File: src/rtl/lf_edge_interval.sv
// Edge detector on a min/max-normalised ADC stream with an interval FIFO.
// Optional glitch filter on the high/low flags: define LF_EDGE_GLITCH_FILTER_EN.
module lf_edge_interval #(
    parameter int ADC_W      = 8,
    parameter int CNT_W      = 16,
    parameter int FIFO_DEPTH = 4,
    parameter int MIN_SPAN   = 72,
    parameter int GLITCH_N   = 2
) (
    input  logic             clk,
    input  logic             rst,
    input  logic [ADC_W-1:0] adc_d,
    input  logic [ADC_W-1:0] min,
    input  logic [ADC_W-1:0] max,
    input  logic [1:0]       edge_mode,
    output logic             edge_state,
    output logic             edge_toggle,
    output logic [CNT_W:0]   iv_data,
    output logic             iv_valid,
    input  logic             iv_ready,
    output logic             overflow,
    output logic             enabled
);
    localparam int W1 = ADC_W + 1;
    localparam int AW = $clog2(FIFO_DEPTH);

    logic [W1-1:0] span, mid, th_high, th_highz, th_lowz, th_low, adc_x;
    logic          hi_q, lo_q, zero_q, hi_f, lo_f;
    logic          armed, edge_evt, mode_match, push, pop, full, wr_en;
    logic [CNT_W-1:0] cnt;
    logic [AW:0]   wp, rp;
    logic [CNT_W:0] mem [FIFO_DEPTH];

    // Thresholds carry one extra bit so max+min never truncates.
    assign span     = {1'b0, max} - {1'b0, min};
    assign mid      = ({1'b0, max} + {1'b0, min}) >> 1;
    assign th_high  = mid + (span >> 2);
    assign th_highz = mid + (span >> 3);
    assign th_lowz  = mid - (span >> 3);
    assign th_low   = mid - (span >> 2);
    assign adc_x    = {1'b0, adc_d};
    assign enabled  = (max >= min) && (span >= W1'(MIN_SPAN));

    always_ff @(posedge clk or posedge rst) begin
        if (rst) begin
            hi_q   <= 1'b0;
            lo_q   <= 1'b0;
            zero_q <= 1'b0;
        end else begin
            hi_q   <= adc_x >= th_high;
            lo_q   <= adc_x <= th_low;
            zero_q <= (adc_x > th_lowz) && (adc_x < th_highz);
        end
    end

`ifdef LF_EDGE_GLITCH_FILTER_EN
    // Run counters hold how many earlier consecutive cycles the raw flag was set.
    localparam logic [7:0] RUN_MAX = 8'(GLITCH_N - 1);
    logic [7:0] hi_run, lo_run;

    always_ff @(posedge clk or posedge rst) begin
        if (rst) begin
            hi_run <= '0;
            lo_run <= '0;
        end else begin
            hi_run <= !hi_q ? 8'd0 : (hi_run == RUN_MAX) ? hi_run : hi_run + 8'd1;
            lo_run <= !lo_q ? 8'd0 : (lo_run == RUN_MAX) ? lo_run : lo_run + 8'd1;
        end
    end

    assign hi_f = hi_q && (hi_run >= RUN_MAX);
    assign lo_f = lo_q && (lo_run >= RUN_MAX);
`else
    // A GLITCH_N below 1 is illegal; such a build never reports high/low.
    assign hi_f = hi_q & (GLITCH_N >= 1);
    assign lo_f = lo_q & (GLITCH_N >= 1);
`endif

    assign edge_evt = enabled && armed && (hi_f || lo_f);

    always_comb begin
        mode_match = 1'b0;
        case (edge_mode)
            2'b00:   mode_match = 1'b1;
            2'b01:   mode_match = hi_f;
            2'b10:   mode_match = !hi_f;
            default: mode_match = 1'b0;
        endcase
    end

    assign push  = edge_evt && mode_match;
    assign pop   = iv_valid && iv_ready;
    assign full  = (wp[AW] != rp[AW]) && (wp[AW-1:0] == rp[AW-1:0]);
    assign wr_en = push && (!full || pop);

    always_ff @(posedge clk or posedge rst) begin
        if (rst) begin
            armed       <= 1'b1;
            edge_state  <= 1'b0;
            edge_toggle <= 1'b0;
            cnt         <= '0;
            wp          <= '0;
            rp          <= '0;
            overflow    <= 1'b0;
        end else begin
            cnt <= push ? CNT_W'(1) : (&cnt) ? cnt : cnt + CNT_W'(1);
            if (enabled) begin
                if (edge_evt)    armed <= 1'b0;
                else if (zero_q) armed <= 1'b1;
                if (hi_f)        edge_state <= 1'b1;
                else if (lo_f)   edge_state <= 1'b0;
            end
            if (push)               edge_toggle <= ~edge_toggle;
            if (wr_en)              wp <= wp + 1'b1;
            if (pop)                rp <= rp + 1'b1;
            if (push && full && !pop) overflow <= 1'b1;
        end
    end

    always_ff @(posedge clk) begin
        if (wr_en) mem[wp[AW-1:0]] <= {hi_f, cnt};
    end

    assign iv_valid = wp != rp;
    assign iv_data  = mem[rp[AW-1:0]];
endmodule
File: config.mk
export PLATFORM = sky130hd
export DESIGN_NAME = lf_edge_interval
export DESIGN_NICKNAME = d
export VERILOG_FILES = /design/src/rtl/lf_edge_interval.sv
export SDC_FILE = /design/constraint.sdc
export NUM_CORES = 1
export LEC_CHECK = 0
export ABC_AREA = 1
export CAP_MARGIN = 20
export CORE_ASPECT_RATIO = 1.75
export CORE_MARGIN = 2
export CORE_UTILIZATION = 55
export CTS_BUF_LIST = sky130_fd_sc_hd__clkbuf_16
export DETAILED_ROUTE_END_ITERATION = 6
export MAX_ROUTING_LAYER = met4
export PLACE_DENSITY = 0.77
export SYNTH_ARGS = -nofsm -noshare
export SYNTH_HDL_FRONTEND = slang
export SYNTH_SLANG_ARGS = --single-unit
File: constraint.sdc
create_clock -name clk -period 3.8 [get_ports clk]
set_clock_uncertainty 0.1 [all_clocks]
set_input_delay 0.95 -clock clk [delete_from_list [all_inputs] [get_ports clk]]
set_output_delay 0.95 -clock clk [all_outputs]
set_load 0.01 [all_outputs]
Word-level counts from Yosys, hierarchy flattened
Memories as Yosys holds them, arrays and structs flattened.
Index checks and enable logic that the tools add are counted.
{ "op_classes": {"n_lt_le_gt_ge": 6, "reduce_logical": 21, "bitwise": 1, "n_shift": 0, "n_addsub": 9, "mux": 9, "multipliers": 0, "n_eq_ne": 6, "div": 0} }
{ "ops": {"columns": ["op", "n"], "rows": [
  ["two-way mux 16 bit", 2],
  ["adder 16 x 1 -> 16 bit (second input constant)", 1],
  ["AND reduction 16 bit", 1],
  ["logical AND 1 bit", 10],
  ["adder 8 x 6 -> 9 bit", 1],
  ["adder 8 x 7 -> 9 bit", 1],
  ["adder 8 x 8 -> 9 bit", 1],
  ["greater-or-equal comparator 8 x 9 -> 1 bit", 1],
  ["greater-or-equal comparator 9 x 7 -> 1 bit (second input constant)", 1],
  ["> comparator 8 x 9 -> 1 bit", 1],
  ["<= comparator 8 x 9 -> 1 bit", 1],
  ["< comparator 8 x 9 -> 1 bit", 1],
  ["subtractor 8 x 6 -> 9 bit", 1],
  ["subtractor 8 x 7 -> 9 bit", 1],
  ["subtractor 8 x 8 -> 9 bit", 1],
  ["greater-or-equal comparator 8 bit", 1],
  ["adder 3 x 1 -> 3 bit (second input constant)", 2],
  ["two-way mux 1 bit", 6],
  ["AND reduction 2 bit", 2],
  ["nonzero test 2 bit", 2],
  ["logical NOT 1 bit", 3],
  ["inequality test 3 bit", 1],
  ["one-hot mux 1 bit (3 select lines)", 1],
  ["== test 2 x 1 -> 1 bit (second input constant)", 1],
  ["7 further kinds", 8]
]} }
{ "word_totals": {"elab_cells": 63, "mem_bits_ro": 0, "ff_bits": 29, "out_inout_bits": 22, "input_bits": 29, "ramBits": 68, "mem_count": 1, "latch_bits": 0} }
{ "mem_list": {"columns": ["memory", "depth", "width", "read_ports", "rd_ports_with_merged_regs", "write_ports", "line_no", "rtl"], "rows": [
  ["mem", 4, 17, 1, 0, 1, "32", "logic [CNT_W:0] mem [FIFO_DEPTH];"]
]} }

Depth between registers and ports, before layout
{ "logic_depth": {"word_depth": 9, "depth_mapped": 29} }

Worst setup path before layout
Ideal clock, no wire load.
{ "synth_path": {"path_type": "input -> register", "from": "input min[0]", "to": "register zero_q", "setup_time_ns": 0.117, "arrival_ns": 4.217, "cell_stages": 15, "required_ns": 3.583, "slack_ns": -0.634, "cell_sequence": "ha_1 inv_1 fa_1 xor2_1 inv_1 fa_1 o31ai_1 a21oi_1 o21ai_0 xor2_1 ha_1 nand2_1 or4_1 nand3b_1 nor2_1"} }
{ "synth_via": {"elab_chain_len": 4, "word_cells_on_any_way": 7} }
{ "synth_rtl": {"columns": ["item", "line_no", "rtl"], "rows": [
  ["start: declaration", "13", "input logic [ADC_W-1:0] min,"],
  ["adder 8 x 8 -> 9 bit / subtractor 8 x 8 -> 9 bit (equally long branches)", "36, 35", null],
  ["subtractor 8 x 6 -> 9 bit / adder 8 x 6 -> 9 bit (equally long branches)", "39, 38", null],
  ["> comparator 8 x 9 -> 1 bit / < comparator 8 x 9 -> 1 bit (equally long branches)", "52", "zero_q <= (adc_x > th_lowz) && (adc_x < th_highz);"],
  ["logical AND 1 bit *", "52", null],
  ["end signal: assignment", "52", null],
  ["end: declaration", "28", "logic hi_q, lo_q, zero_q, hi_f, lo_f;"]
]} }
Every way passes the cells marked *; elsewhere a longest branch is shown, timed or not.
A chain may end at the register's enable or synchronous reset.

Final worst setup path
{ "layout_path": {"from": "input min[4]", "to": "register zero_q"} }
{ "layout_via": {"elab_chain_len": 4, "word_cells_on_any_way": 7} }
{ "layout_rtl": {"columns": ["item", "line_no"], "rows": [
  ["subtractor 8 x 8 -> 9 bit / adder 8 x 8 -> 9 bit (equally long branches)", "35, 36"],
  ["subtractor 8 x 6 -> 9 bit / adder 8 x 6 -> 9 bit (equally long branches)", "39, 38"],
  ["> comparator 8 x 9 -> 1 bit / < comparator 8 x 9 -> 1 bit (equally long branches)", "52"],
  ["logical AND 1 bit *", "52"]
]} }
Marked as above.

==> summary.md <==
| Metric | Value |
|---|---|
| Vias per inst | `5.73` |
| Final number of hold-violating endpoints | `0` |
| Number of cell rows | `52` |
| Biggest fanout along the worst timing path | `4` |
| Worst slack on hold paths | `386 ps` |
| Switching fraction of total power | `0.398` |
| Class of the most critical setup path | `input pin to flip-flop` |
| Netlist cell types | `48` |
| Sink Count | `97` |
| Number of warnings printed during yosys synthesis | `0` |
| Cell internal power dissipation | `3.56 mW` |
| Maximum level of the CTS H-tree | `3` |
| Worst hold path class | `flip-flop to flip-flop` |
| Final ANT Viol Nets | `0` |
| Number of DRC violations after detailed-routing iteration 0 | `327` |
| Cells after synthesis | `708` |
| Library cell used as clock root buffer | `clkbuf_16` |
| Run status | `complete, but fails checks` |
| Cell with the most instances after synthesis | `nand2_1` |
| Number of slew-limit violations in the final report | `0` |
| Crit path from | `min[4]` |
| Nets | `1,029` |
| Design Power | `5.91 mW` |
| Area post-placement | `0.00825 mm²` |
| Number of nets in the synthesized netlist | `821` |
| # DRC | `0` |
| Mapped cell area | `0.00656 mm²` |
| Logic gate share of total power | `0.590` |
| RD Place Congestion | `1.03` |
| Largest cells by area after synthesis | `edfxtp_1, ha_1, dfrtp_1, nand2_1, inv_1` |
| Final TNS setup | `-1010 ps` |
| Ratio of cells with drive above 1 in the final layout | `0.389` |
| Final period demand of the worst path | `4220 ps` |
| Fill cells | `621` |
| Crit path launch type | `input pin` |
| Largest area contributor in the netlist | `edfxtp_1` |
| Number of non-filler instances in the completed layout | `1,055` |
| Main flop type after synthesis | `edfxtp_1` |
| Number of violations of the max-capacitance limit | `0` |
| Die X-Extent | `86.6 µm` |
| Register bit count reported by yosys | `97` |
| Clock buffers created by TritonCTS | `9` |
| Number of antenna repair diodes | `0` |
| Register clock-pin slew on the reported worst setup and hold paths | `70 ps` |
| Post-synth top area share | `0.311` |
| Static leakage | `4.26 nW` |
| Slew at the pin closest to its max-slew limit | `658 ps` |
| Slew Limit Headroom | `0.557` |
| Switching power | `2.36 mW` |
| Die Footprint | `0.0129 mm²` |
| Bufs on Longest Clock Path | `2` |
| Failing checks | `setup timing` |
| Number of enable flip-flop cells after synthesis | `68` |
| Input/output buffers | `50` |
| Element type at the critical path end | `flip-flop` |
| Number of top-level design ports | `51` |
| Fin area | `0.00962 mm²` |
| Max Freq | `237 MHz` |
| Fraction of power consumed by the clock network | `0.160` |
| Worst reg2reg startpoint | `cnt[1]` |
| Wire length per cell after detailed routing | `19.1 µm` |
| CORE AREA | `0.0116 mm²` |
| Global-route wire length before repair | `29.5 mm` |
| Post-CTS Hold Buffers | `0` |
| Layout-stage area growth over the synthesis result | `46.6%` |
| Ys async rst share | `0.299` |
| Clk_lat worst skew | `340 ps` |
| Total overflow reported by the global router | `0` |
| Tcrit/Tclk final | `1.11` |
| Most common library cells after synthesis | `nand2_1, inv_1, ha_1` |
| Power density cells | `615 mW/mm²` |
| Count of vias placed by the detailed router | `6,043` |
| Detail Placement HPWL | `13.4 mm` |
| Portion of total power attributed to sequential cells | `0.250` |
| Worst ir drop on vdd | `0.333 mV` |
| Gr usage total | `0.305` |
| Number of instances in the placed design | `986` |
| Setup repair after global routing missed its margin | `yes` |
| Number of global-route vias before repair | `6,355` |
| Initial cell density of the core | `0.567` |
| Vertical extent of the die | `149 µm` |
| Critical Path RT | `3960 ps` |
| Hold Path Origin | `edge_state` |
| Sequential-to-total area share from yosys stat | `0.422` |
| Crit path arrival time | `4380 ps` |
| DRT Pass-1 Iters | `5` |
| Number of antenna violations at the first check in global routing | `0` |
| Average size of a mapped cell | `9.27 µm²` |
| Largest net degree at the start of global routing | `37` |
| Number of setup violations in the final report | `4` |
| Detailed-route wire length | `20.1 mm` |
| Clock tree from TritonCTS | `done` |
| Minimum setup slack in the final design | `-416 ps` |
## power groups by stage
| stage | clock network, mW | registers [mW] | logic [mW] |
|---|---|---|---|
| 4_1_cts | 0.951 | 1.47 | 3.16 |
| 3_5_place_dp | 0 | 1.49 | 2.92 |
| 2_1_floorplan | 0 | 1.45 | 1.71 |
| 5_1_grt | 0.996 | 1.50 | 3.79 |
| 6_report | 0.945 | 1.48 | 3.49 |
| 3_3_place_gp | 0 | 1.48 | 2.79 |
## state kept, by name, indices dropped and copies added (netlist names)
register / count
mem: 68
rp: 3
wp: 3
armed: 1
lo_f: 1
edge_toggle: 1
edge_state: 1
zero_q: 1
overflow: 1
cnt: 16
hi_f: 1
## what timing repair did
item,CTS,global route
endpoints found under the hold margin,0,0
gates resized for setup,135,61
pin swaps,66,69
buffers inserted,40,15
setup endpoints to repair,4,5
cloned,0,0
## layout make-up
cell class / instances / area (µm²) / share of cell area
flip-flops and latches: 97 / 2770 / 0.288
inverters: 88 / 357 / 0.0371
repair buffers: 213 / 1870 / 0.194
clock buffers: 9 / 225 / 0.0234
clock inverters: 6 / 91.3 / 0.00949
multi-input cells: 507 / 4150 / 0.431
well taps: 135 / 169 / 0.0176
## stage by stage
stage / setup WS, ps / util
after floorplan: -258 / -
after global placement: -1260 / 0.712
final: -416 / 0.831
after global routing: -519 / 0.831
after detailed placement: -1340 / 0.712
after CTS: -232 / 0.794
## cells in the final DEF (no fill, tap or decap), drive strengths merged, types with 2 or more instances in the layout
master / synthesis / routed
buf: 6 / 172
nand2: 116 / 116
inv: 87 / 88
nor2: 83 / 83
ha: 79 / 79
edfxtp: 68 / 68
o21ai: 51 / 51
a21oi: 45 / 45
clkdlybuf4s50: 0 / 34
xor2: 34 / 34
dfrtp: 28 / 28
nand3: 25 / 25
o22ai: 18 / 18
nor3: 10 / 10
clkbuf: 10 / 9
nand4: 9 / 9
xnor2: 7 / 7
o21bai: 7 / 7
o31ai: 5 / 5
fa: 5 / 5
dlymetal6s2s: 0 / 3
or2: 3 / 3
clkinv: 1 / 3
a21o: 2 / 2
bufinv: 0 / 2
clkdlybuf4s15: 0 / 2
dlygate4sd2: 0 / 2
## routing by layer
layer | GRT usage | part of all wire | vias to the layer above
li1 | - | - | 2798
met1 | 0.248 | 0.31 | 2897
met5 | - | 0 | -
met4 | 0.191 | 0.073 | 0
met2 | 0.608 | 0.58 | 238
met3 | 0.0366 | 0.034 | 110
## worst paths after layout
path,endpoint,slack [ps],cells after the start
max reg2reg,cnt[8],1440,12
max in group asynchronous,armed,2400,3
min reg2reg,edge_state,390,2
max,zero_q,-420,26
min in group asynchronous,edge_toggle,880,3
min,edge_state,390,2
## cells by family after synthesis
| logic type | after synthesis | synth area share |
|---|---|---|
| fa+ha+maj | 84 | 0.166 |
| simple gates | 249 | 0.174 |
| compound gates | 133 | 0.116 |
| buf+inv | 104 | 0.0642 |
| xor+xnor | 41 | 0.0576 |
| flops | 97 | 0.422 |
## worst max-delay path, stage by stage
cell and delay [ps]:
clkdlybuf4s15_2 200, inv_2 50, ha_4 290, nand2_4 60, inv_2 50, nand4_1 160
buf_4 200, nand3_4 100, nand2_4 80, buf_4 140, inv_1 80, buf_4 120
ha_2 190, inv_1 50, nand2_1 100, a31oi_4 60, nor2_1 120, nor2_1 60
o21bai_1 210, nand2_1 150, a21oi_2 190, xor2_1 200, ha_1 260, a21oi_1 160
nor2_1 50, nor2_1 100
Power figures use the tool's default switching activity.
